===== config.mk =====
export PLATFORM = sky130hd
export DESIGN_NAME = token_pipe_ldst_mc
export DESIGN_NICKNAME = d
export VERILOG_FILES = /design/src/rtl/token_pipe_ldst_mc_pkg.sv /design/src/rtl/token_pipe_ldst_mc_ring.sv /design/src/rtl/token_pipe_ldst_mc.sv
export SDC_FILE = /design/constraint.sdc
export NUM_CORES = 2
export LEC_CHECK = 0
export CORE_MARGIN = 2
export CORE_UTILIZATION = 45
export CTS_CLUSTER_SIZE = 40
export DETAILED_ROUTE_END_ITERATION = 8
export HOLD_SLACK_MARGIN = 0.03
export PLACE_DENSITY = 0.63
export SETUP_SLACK_MARGIN = 0.02
export SLEW_MARGIN = 30
export SYNTH_ARGS = -nofsm -noshare
export SYNTH_HDL_FRONTEND = slang
export SYNTH_HIERARCHICAL = 1
export SYNTH_SLANG_ARGS = --single-unit

===== constraint.sdc =====
create_clock -name clock -period 12.2 [get_ports clock]
set_clock_uncertainty 0.05 [all_clocks]
set_input_delay 1.83 -clock clock [delete_from_list [all_inputs] [get_ports clock]]
set_output_delay 1.83 -clock clock [all_outputs]
set_load 0.02 [all_outputs]

===== src/rtl/token_pipe_ldst_mc_pkg.sv =====
// Shared types for the multi-channel load/store token pipe.
package token_pipe_ldst_mc_pkg;

  typedef logic [31:0] address_t;

  typedef struct packed {
    logic [3:0] op;
    logic [7:0] tag;
  } pipe_exe_tmp_t;

  typedef enum logic {
    LdstIdle,
    LdstReq
  } ldst_fsm_t;

endpackage


===== src/rtl/token_pipe_ldst_mc_ring.sv =====
// Ring-buffer pointer/occupancy control for one channel FIFO.
module token_pipe_ldst_mc_ring #(
  parameter int unsigned DEPTH_BUFF = 8,
  parameter int unsigned WIDTH_BUFF = $clog2(DEPTH_BUFF),
  parameter int unsigned TH_STALL   = DEPTH_BUFF - 2
) (
  input  logic                  clock,
  input  logic                  reset,
  input  logic                  we,
  input  logic                  re,
  output logic                  wr_ok,
  output logic [WIDTH_BUFF-1:0] wptr,
  output logic [WIDTH_BUFF-1:0] rptr,
  output logic                  empty,
  output logic                  full,
  output logic                  stall
);

  localparam logic [WIDTH_BUFF:0] Depth   = (WIDTH_BUFF + 1)'(DEPTH_BUFF);
  localparam logic [WIDTH_BUFF:0] ThStall = (WIDTH_BUFF + 1)'(TH_STALL);

  logic [WIDTH_BUFF-1:0] wptr_q, rptr_q;
  logic [WIDTH_BUFF:0]   cnt_q;
  logic                  rd_ok;

  assign empty = (cnt_q == '0);
  assign full  = (cnt_q == Depth);
  assign stall = (cnt_q >= ThStall);
  // Full is judged before any same-cycle pop, so a write into a full FIFO is dropped.
  assign wr_ok = we & ~full;
  assign rd_ok = re & ~empty;
  assign wptr  = wptr_q;
  assign rptr  = rptr_q;

  always_ff @(posedge clock) begin
    if (!reset) begin
      wptr_q <= '0;
      rptr_q <= '0;
      cnt_q  <= '0;
    end else begin
      if (wr_ok) wptr_q <= wptr_q + 1'b1;
      if (rd_ok) rptr_q <= rptr_q + 1'b1;
      case ({wr_ok, rd_ok})
        2'b10:   cnt_q <= cnt_q + 1'b1;
        2'b01:   cnt_q <= cnt_q - 1'b1;
        default: cnt_q <= cnt_q;
      endcase
    end
  end

endmodule


===== src/rtl/token_pipe_ldst_mc.sv =====
// Per-channel descriptor FIFOs arbitrated round-robin onto one DMem request port;
// zero-length heads retire locally without a request.
module token_pipe_ldst_mc
  import token_pipe_ldst_mc_pkg::*;
#(
  parameter int unsigned NUM_CH     = 2,
  parameter int unsigned DEPTH_BUFF = 8,
  parameter int unsigned WIDTH_BUFF = $clog2(DEPTH_BUFF),
  parameter int unsigned WIDTH_CH   = (NUM_CH > 1) ? $clog2(NUM_CH) : 1,
  parameter int unsigned TH_STALL   = DEPTH_BUFF - 2,
  parameter type         TYPE       = pipe_exe_tmp_t
) (
  input  logic                  clock,
  input  logic                  reset,
  input  logic                  I_Stall,
  input  logic                  I_Access_Grant,
  input  logic [NUM_CH-1:0]     I_Req,
  input  address_t [NUM_CH-1:0] I_Length,
  input  address_t [NUM_CH-1:0] I_Stride,
  input  address_t [NUM_CH-1:0] I_Base,
  input  TYPE [NUM_CH-1:0]      I_Token,
  output logic                  O_Req,
  output logic [WIDTH_CH-1:0]   O_Ch,
  output address_t              O_Length,
  output address_t              O_Stride,
  output address_t              O_Base,
  output TYPE                   O_Token,
  output logic [NUM_CH-1:0]     O_Stall,
  output logic [NUM_CH-1:0]     O_Empty,
  output logic [NUM_CH-1:0]     O_Full,
  output logic [NUM_CH-1:0]     O_Ovf
);

  localparam logic [WIDTH_CH:0] NumChW = (WIDTH_CH + 1)'(NUM_CH);

  ldst_fsm_t             state_q, state_d;
  logic [WIDTH_CH-1:0]   sel_q, sel_d, rr_q, rr_d, pick;
  logic [NUM_CH-1:0]     ovf_q, wr_ok, pop, zero_pop, eligible;
  logic                  grant_pop, found;
  logic [WIDTH_BUFF-1:0] wptr [NUM_CH];
  logic [WIDTH_BUFF-1:0] rptr [NUM_CH];
  address_t              head_len [NUM_CH];

  address_t len_mem    [NUM_CH][DEPTH_BUFF];
  address_t stride_mem [NUM_CH][DEPTH_BUFF];
  address_t base_mem   [NUM_CH][DEPTH_BUFF];
  TYPE      tok_mem    [NUM_CH][DEPTH_BUFF];

  for (genvar c = 0; c < NUM_CH; c++) begin : g_ch
    token_pipe_ldst_mc_ring #(
      .DEPTH_BUFF(DEPTH_BUFF),
      .WIDTH_BUFF(WIDTH_BUFF),
      .TH_STALL  (TH_STALL)
    ) u_ring (
      .clock(clock),
      .reset(reset),
      .we   (I_Req[c]),
      .re   (pop[c]),
      .wr_ok(wr_ok[c]),
      .wptr (wptr[c]),
      .rptr (rptr[c]),
      .empty(O_Empty[c]),
      .full (O_Full[c]),
      .stall(O_Stall[c])
    );

    assign head_len[c] = len_mem[c][rptr[c]];
    assign eligible[c] = ~O_Empty[c] & (head_len[c] != '0);
    // The locked channel's head is never zero-length, but guard it so it can't be popped twice.
    assign zero_pop[c] = ~O_Empty[c] & (head_len[c] == '0) &
                         ~((state_q == LdstReq) & (sel_q == WIDTH_CH'(c)));
    assign pop[c]      = zero_pop[c] | (grant_pop & (sel_q == WIDTH_CH'(c)));
  end

  always_ff @(posedge clock) begin
    for (int c = 0; c < NUM_CH; c++) begin
      if (wr_ok[c]) begin
        len_mem[c][wptr[c]]    <= I_Length[c];
        stride_mem[c][wptr[c]] <= I_Stride[c];
        base_mem[c][wptr[c]]   <= I_Base[c];
        tok_mem[c][wptr[c]]    <= I_Token[c];
      end
    end
  end

  always_comb begin
    logic [WIDTH_CH:0] idx;
    found = 1'b0;
    pick  = '0;
    idx   = '0;
    for (int unsigned i = 0; i < NUM_CH; i++) begin
      idx = {1'b0, rr_q} + (WIDTH_CH + 1)'(i);
      if (idx >= NumChW) idx = idx - NumChW;
      if (!found && eligible[idx[WIDTH_CH-1:0]]) begin
        found = 1'b1;
        pick  = idx[WIDTH_CH-1:0];
      end
    end
  end

  always_comb begin
    state_d   = state_q;
    sel_d     = sel_q;
    rr_d      = rr_q;
    grant_pop = 1'b0;
    unique case (state_q)
      LdstIdle: begin
        if (found) begin
          sel_d   = pick;
          state_d = LdstReq;
        end
      end
      LdstReq: begin
        if (I_Access_Grant && !I_Stall) begin
          grant_pop = 1'b1;
          rr_d      = (sel_q == WIDTH_CH'(NUM_CH - 1)) ? '0 : sel_q + 1'b1;
          state_d   = LdstIdle;
        end
      end
      default: state_d = LdstIdle;
    endcase
  end

  always_ff @(posedge clock) begin
    if (!reset) begin
      state_q <= LdstIdle;
      sel_q   <= '0;
      rr_q    <= '0;
      ovf_q   <= '0;
    end else begin
      state_q <= state_d;
      sel_q   <= sel_d;
      rr_q    <= rr_d;
      ovf_q   <= ovf_q | (I_Req & O_Full);
    end
  end

  assign O_Ovf = ovf_q;
  assign O_Req = (state_q == LdstReq) & ~I_Stall;

  always_comb begin
    O_Ch     = '0;
    O_Length = '0;
    O_Stride = '0;
    O_Base   = '0;
    O_Token  = '0;
    if (O_Req) begin
      O_Ch     = sel_q;
      O_Length = len_mem[sel_q][rptr[sel_q]];
      O_Stride = stride_mem[sel_q][rptr[sel_q]];
      O_Base   = base_mem[sel_q][rptr[sel_q]];
      O_Token  = tok_mem[sel_q][rptr[sel_q]];
    end
  end

endmodule

* Word level (Yosys, flattened, before mapping)
Memories as Yosys holds them, arrays and structs flattened. A register that Yosys moved wholly into a read port is not among the register bits.
Index checks and enable logic that the tools add are counted.
Widths: inputs -> output; s select.
** Cells by class
- Reduce and logical (&&, ||, !) cells :: 16
- Eq/ne operators :: 6
- Bitwise logic cells :: 34
- Multiplexer cells :: 66
- Add/subtract/negate cells :: 12
- Order comparisons :: 14
** Operators by type and width (number)
- $mux 256 :: 2
- $bmux 32 s3 :: 5
- $mux 32 :: 15
- $demux 32 s3 :: 2
- $mux 96 :: 2
- $demux 12 s3 :: 2
- $logic_not 32->1 :: 2
- $reduce_bool 32->1 :: 2
- $mux 12 :: 5
- $bmux 12 s3 :: 1
- $mux 1 :: 26
- $ge 4x4->1 const B :: 5
- $not 3->4 :: 5
- $pmux 4 s2 :: 2
- $and 1x1->1 :: 15
- $add 3x1->3 const B :: 4
- $mux 3 :: 3
- $not 1->1 :: 9
- $add 4x1->4 const B :: 2
- $eq 4x4->1 const B :: 2
- $ge 4x3->1 const B :: 2
- $logic_not 4->1 :: 2
- $lt 4x1->1 const B :: 2
- $sub 4x1->4 const B :: 2
- other kinds (17) :: 29
** Storage, ports and cells
- Bits of input ports :: 222
- RAM bits :: 1728
- Register bits :: 25
- Word-level logic and storage cells :: 162
- Memories kept :: 4
- Output and inout port bits :: 118
** Memories
- base_mem :: depth 2, width 256, read ports 1, clocked after memory_dff 1, write ports 2, line token_pipe_ldst_mc.sv:46 : address_t base_mem [NUM_CH][DEPTH_BUFF];
- len_mem :: depth 2, width 256, read ports 3, clocked after memory_dff 1, write ports 2, line token_pipe_ldst_mc.sv:44 : address_t len_mem [NUM_CH][DEPTH_BUFF];
- stride_mem :: depth 2, width 256, read ports 1, clocked after memory_dff 1, write ports 2, line token_pipe_ldst_mc.sv:45 : address_t stride_mem [NUM_CH][DEPTH_BUFF];
- tok_mem :: depth 2, width 96, read ports 1, clocked after memory_dff 1, write ports 2, line token_pipe_ldst_mc.sv:47 : TYPE tok_mem [NUM_CH][DEPTH_BUFF];

* Logic depth before layout (Yosys ltp)
- Depth after elaboration :: 15
- Mapped depth :: 15
- Depth with buffers taken out :: 14

* Modules after synthesis
Netlist, hierarchy kept.
** Modules (own cells, without submodules)
- token_pipe_ldst_mc :: area each 68115.3 um^2, instances 1, sequential area each 52009.9 um^2, cells an instance 3056
- token_pipe_ldst_mc_ring :: area each 568.0 um^2, instances 2, sequential area each 200.2 um^2, cells an instance 59

* Worst setup path before layout
No wires, ideal clock.
- Path kind :: input to register
- From :: input I_Req[0]
- To :: memory base_mem[0][224] in the netlist's numbering (enable)
- Cell stages on the path :: 4
- Arrival time :: 9.334 ns
- Buffers on the path :: 0
- Setup time :: 0.707 ns
- Data required time :: 11.443 ns
- Setup slack :: 2.109 ns
- Path through :: nand2_4 inv_1 nand2b_1 nor3_1
** RTL lines
- start, declared :: line token_pipe_ldst_mc.sv:17 : input logic [NUM_CH-1:0] I_Req,
- end, declared :: line token_pipe_ldst_mc.sv:46

* Worst setup path after layout
- From :: register g_ch[0].u_ring.rptr_q[0]
- To :: output O_Length[8]
** Between the ends
- Longest elaborated chain between the ends :: 8
** RTL lines
- start, declared :: line token_pipe_ldst_mc_ring.sv:22 : logic [WIDTH_BUFF-1:0] wptr_q, rptr_q;
- start signal, assigned :: line token_pipe_ldst_mc_ring.sv:42 : if (rd_ok) rptr_q <= rptr_q + 1'b1;
- $mux 3 (implied by the code) (3 in series) :: line token_pipe_ldst_mc.sv:149 : O_Length = len_mem[sel_q][rptr[sel_q]];
- $not 3->4 (implied by the code) :: line token_pipe_ldst_mc.sv:149
- $bmux 32 s3 :: line token_pipe_ldst_mc.sv:149
- $mux 32 (implied by the code) (2 in series) :: line token_pipe_ldst_mc.sv:149
- $mux 32 :: line token_pipe_ldst_mc.sv:147 : if (O_Req) begin
- end, declared :: line token_pipe_ldst_mc.sv:24 : output address_t O_Length,
Every way passes these cells. The select of a mux whose other input is x is not followed.

==> out/qor.yml <==
grt:
  gr-usage-all-layers_pct: 23.4
  grt_overflow_total: 0
  grt_pass1_wl_um: 262000
  grt_max_degree: 146
  antenna_found_initial: 35
  grt_pass1_vias: 36008
timing:
  hold_viol: 0
  fmax_mhz: 133
  min_period_over_period_pct: 61.9
  slew-limit-headroom_pct: 30.2
  slew_violations: 0
  hold_slack_ns: 0.449
  fin_crit_ns: 7.55
  tightestPinTransition_ns: 1.05
  fin_setup_tns_ns: 0
  worst_slack_ns: 4.65
  setup_viol: 0
  rsz0062_at_grt: "false"
setup_path:
  setup.worst_path.end_class: "primary output"
  cp-start-kind: "register"
  crit_path_max_fanout: 107
  path_class: "register to primary output"
  cp.required_ns: 10.32
  worstPathArrival_ns: 5.67
floorplanning:
  core_area_um2: 152000
  die_x_um: 396
  rows: 143
  start_util_pct: 45.4
  io-pin-count: 340
  die-area_um2: 157000
  die_y_um: 396
place:
  globalplace.congestion: 0.851
  placedInstanceArea_um2: 75000
  dp_hpwl_um: 106000
  pre_cts_ws_ns: 4.95
  portBuffers: 339
  place_inst: 5440
synth:
  synth_cells: 3174
  yosysTopAreaCell: "edfxtp_1"
  synth_top_area_share_pct: 74.9
  synth_warnings: 6
  ys_types: 52
  synth_commonest_cells: "edfxtp_1, mux4_2, a211oi_1"
  avgSynthCellArea_um2: 21.8
  synth_xor_area_share_pct: 0.152
  ys_seq_area_share_pct: 75.7
  synth-simple-area-share_pct: 3.33
  synth_nets: 3408
  synth_area_um2: 69300
  synth_edf_count: 1728
  synth_area_leaders: "edfxtp_1, mux4_2, a211oi_1"
  ys_seq_elements: 1754
  synth_top_family_by_area: "multiplexers"
  synth.most_common_cell: "edfxtp_1"
  synth_adder_area_share_pct: 0.238
  synthFlopType: "edfxtp_1"
  async_reset_ff_share_pct: 0
  synth.area.mux_share_pct: 15.8
  synth-compound-area-share_pct: 3.19
route:
  vias: 34922
  wirelength_um: 183000
  drc: 0
  wire_per_inst_um: 31.7
  dr.pass1.iters: 7
  first_iter_violations: 3319
  ant_nets: 0
  routed_via_density: 6.05
outcome:
  status: "completed"
clocking:
  cts_setup_buffers: 0
  clkSlewWorstSetupHoldPaths_ns: 0.06
  clk_path_buf_depth: 3
  cts-root-buf: "clkbuf_16"
  cts_tree: "done"
  hold_buffers: 0
  cts_sinks: 1754
  htreeDepth: 4
  clk_latency_ns: 0.80
  cts_resized: 0
  cts_buffers: 178
final_layout:
  layout-drive-gt1-share_pct: 21.9
  nFillCells: 11889
  final_cell_area_um2: 80800
  fin_cells: 5770
  multi_input_area_um2: 15900
  register_area_um2: 52400
  nNetsFinal: 3828
  area_delta_synth_final_pct: 16.7
pwr:
  powerDensity_nw_per_um2: 163
  ir_drop_uv: 128
  p_leak_nw: 25.0
worst_hold_path:
  hold_path_class: "register to register"
job:
  drv_cap: 0
-- cell type report --
class                           count  share of cell area [%]
Antenna cell                        9                  0.0279
Clock buffer                      222                    5.77
Clock inverter                     95                    1.23
Inverter                           14                  0.0650
Multi-Input combinational cell   1233                    19.7
Sequential cell                  1754                    64.9
Tap cell                         2030                    3.14
Timing Repair Buffer              413                    5.19
-- metrics by stage --
step / total power, W / util, %
2_1_floorplan: 0.00764 / -
3_3_place_gp: 0.00805 / 49.1
3_5_place_dp: 0.00806 / 49.2
4_1_cts: 0.0133 / 52.9
5_1_grt: 0.0136 / 53.0
6_report: 0.0132 / 53.0
-- cells by family (layout without fill, tap and decap cells) --
kind of cell               count (synthesis)  after routing
DFF                                     1754           1754
muxes                                    549            549
and+or+nand+nor                          394            394
AOI/OAI and AO/OA                        266            266
buffers and inverters                    187            744
adders and majority gates                 12             12
xor gates and xnor gates                  12             12
other                                      0              9
-- sequential cells by signal (all words and copies together) (netlist names), named ones only --
name / count
base_mem: 512
rr_q: 1
O_Ovf: 2
len_mem: 512
g_ch.u_ring/cnt_q: 8
stride_mem: 512
sel_q: 1
g_ch.u_ring/rptr: 6
state_q: 1
g_ch.u_ring/wptr: 6
tok_mem: 192
-- placed cells by master (no fill, tap or decap), types with 9 or more instances in the layout --
cell type,n
nand2_1,24
nand4_1,31
buf_12,10
clkbuf_1,41
edfxtp_1,1728
ha_1,10
diode_2,9
clkbuf_16,179
nor2b_1,112
clkinv_2,26
mux4_1,14
clkinv_1,35
a211oi_2,52
o21ai_0,12
nor2_4,12
mux4_2,418
nor3_1,23
nor4b_1,16
nor4_1,90
a211oi_1,167
clkdlybuf4s50_1,339
bufinv_16,11
buf_4,54
mux2i_1,114
inv_1,14
nor2_1,44
and2_1,14
dfxtp_1,25
-- worst max-delay path: stages, from the launching register on --
cell and delay [ns]:
dfxtp_1 0.31, buf_4 0.38, mux2_8 0.70, buf_12 0.52
buf_4 0.64, mux4_2 0.35, a211oi_2 0.07, a211oi_1 0.82
clkdlybuf4s50_1 0.76
-- power breakdown --
group / internal, W / total (W) / switching [W]
clock network: 0.00296 / 0.00526 / 0.00230
logic: 0.000495 / 0.00108 / 0.000585
registers: 0.00678 / 0.00684 / 0.0000593
-- path summary, 6_finish.rpt --
path	startpoint	slack, ns	depth (start not counted)	end
max reg2reg	g_ch[0].u_ring/rptr[0]	7.25	15	g_ch[0].u_ring/cnt_q[3]
min	O_Ovf[1]	0.45	2	O_Ovf[1]
max	g_ch[0].u_ring/rptr[0]	4.65	8	O_Length[8]
min reg2reg	O_Ovf[1]	0.45	2	O_Ovf[1]
-- layer usage --
layer | part of all wire, % | wire length (um) | vias up | track usage (%)
met5 | 0.13 | 241 | - | 0
met4 | 2.2 | 3950 | 38 | 5.98
met3 | 9.1 | 16700 | 275 | 5.86
met2 | 49 | 88900 | 1569 | 37.6
met1 | 40 | 73000 | 18617 | 32.1
li1 | - | - | 14423 | -
No activity file was read; power rests on OpenSTA's default activity.
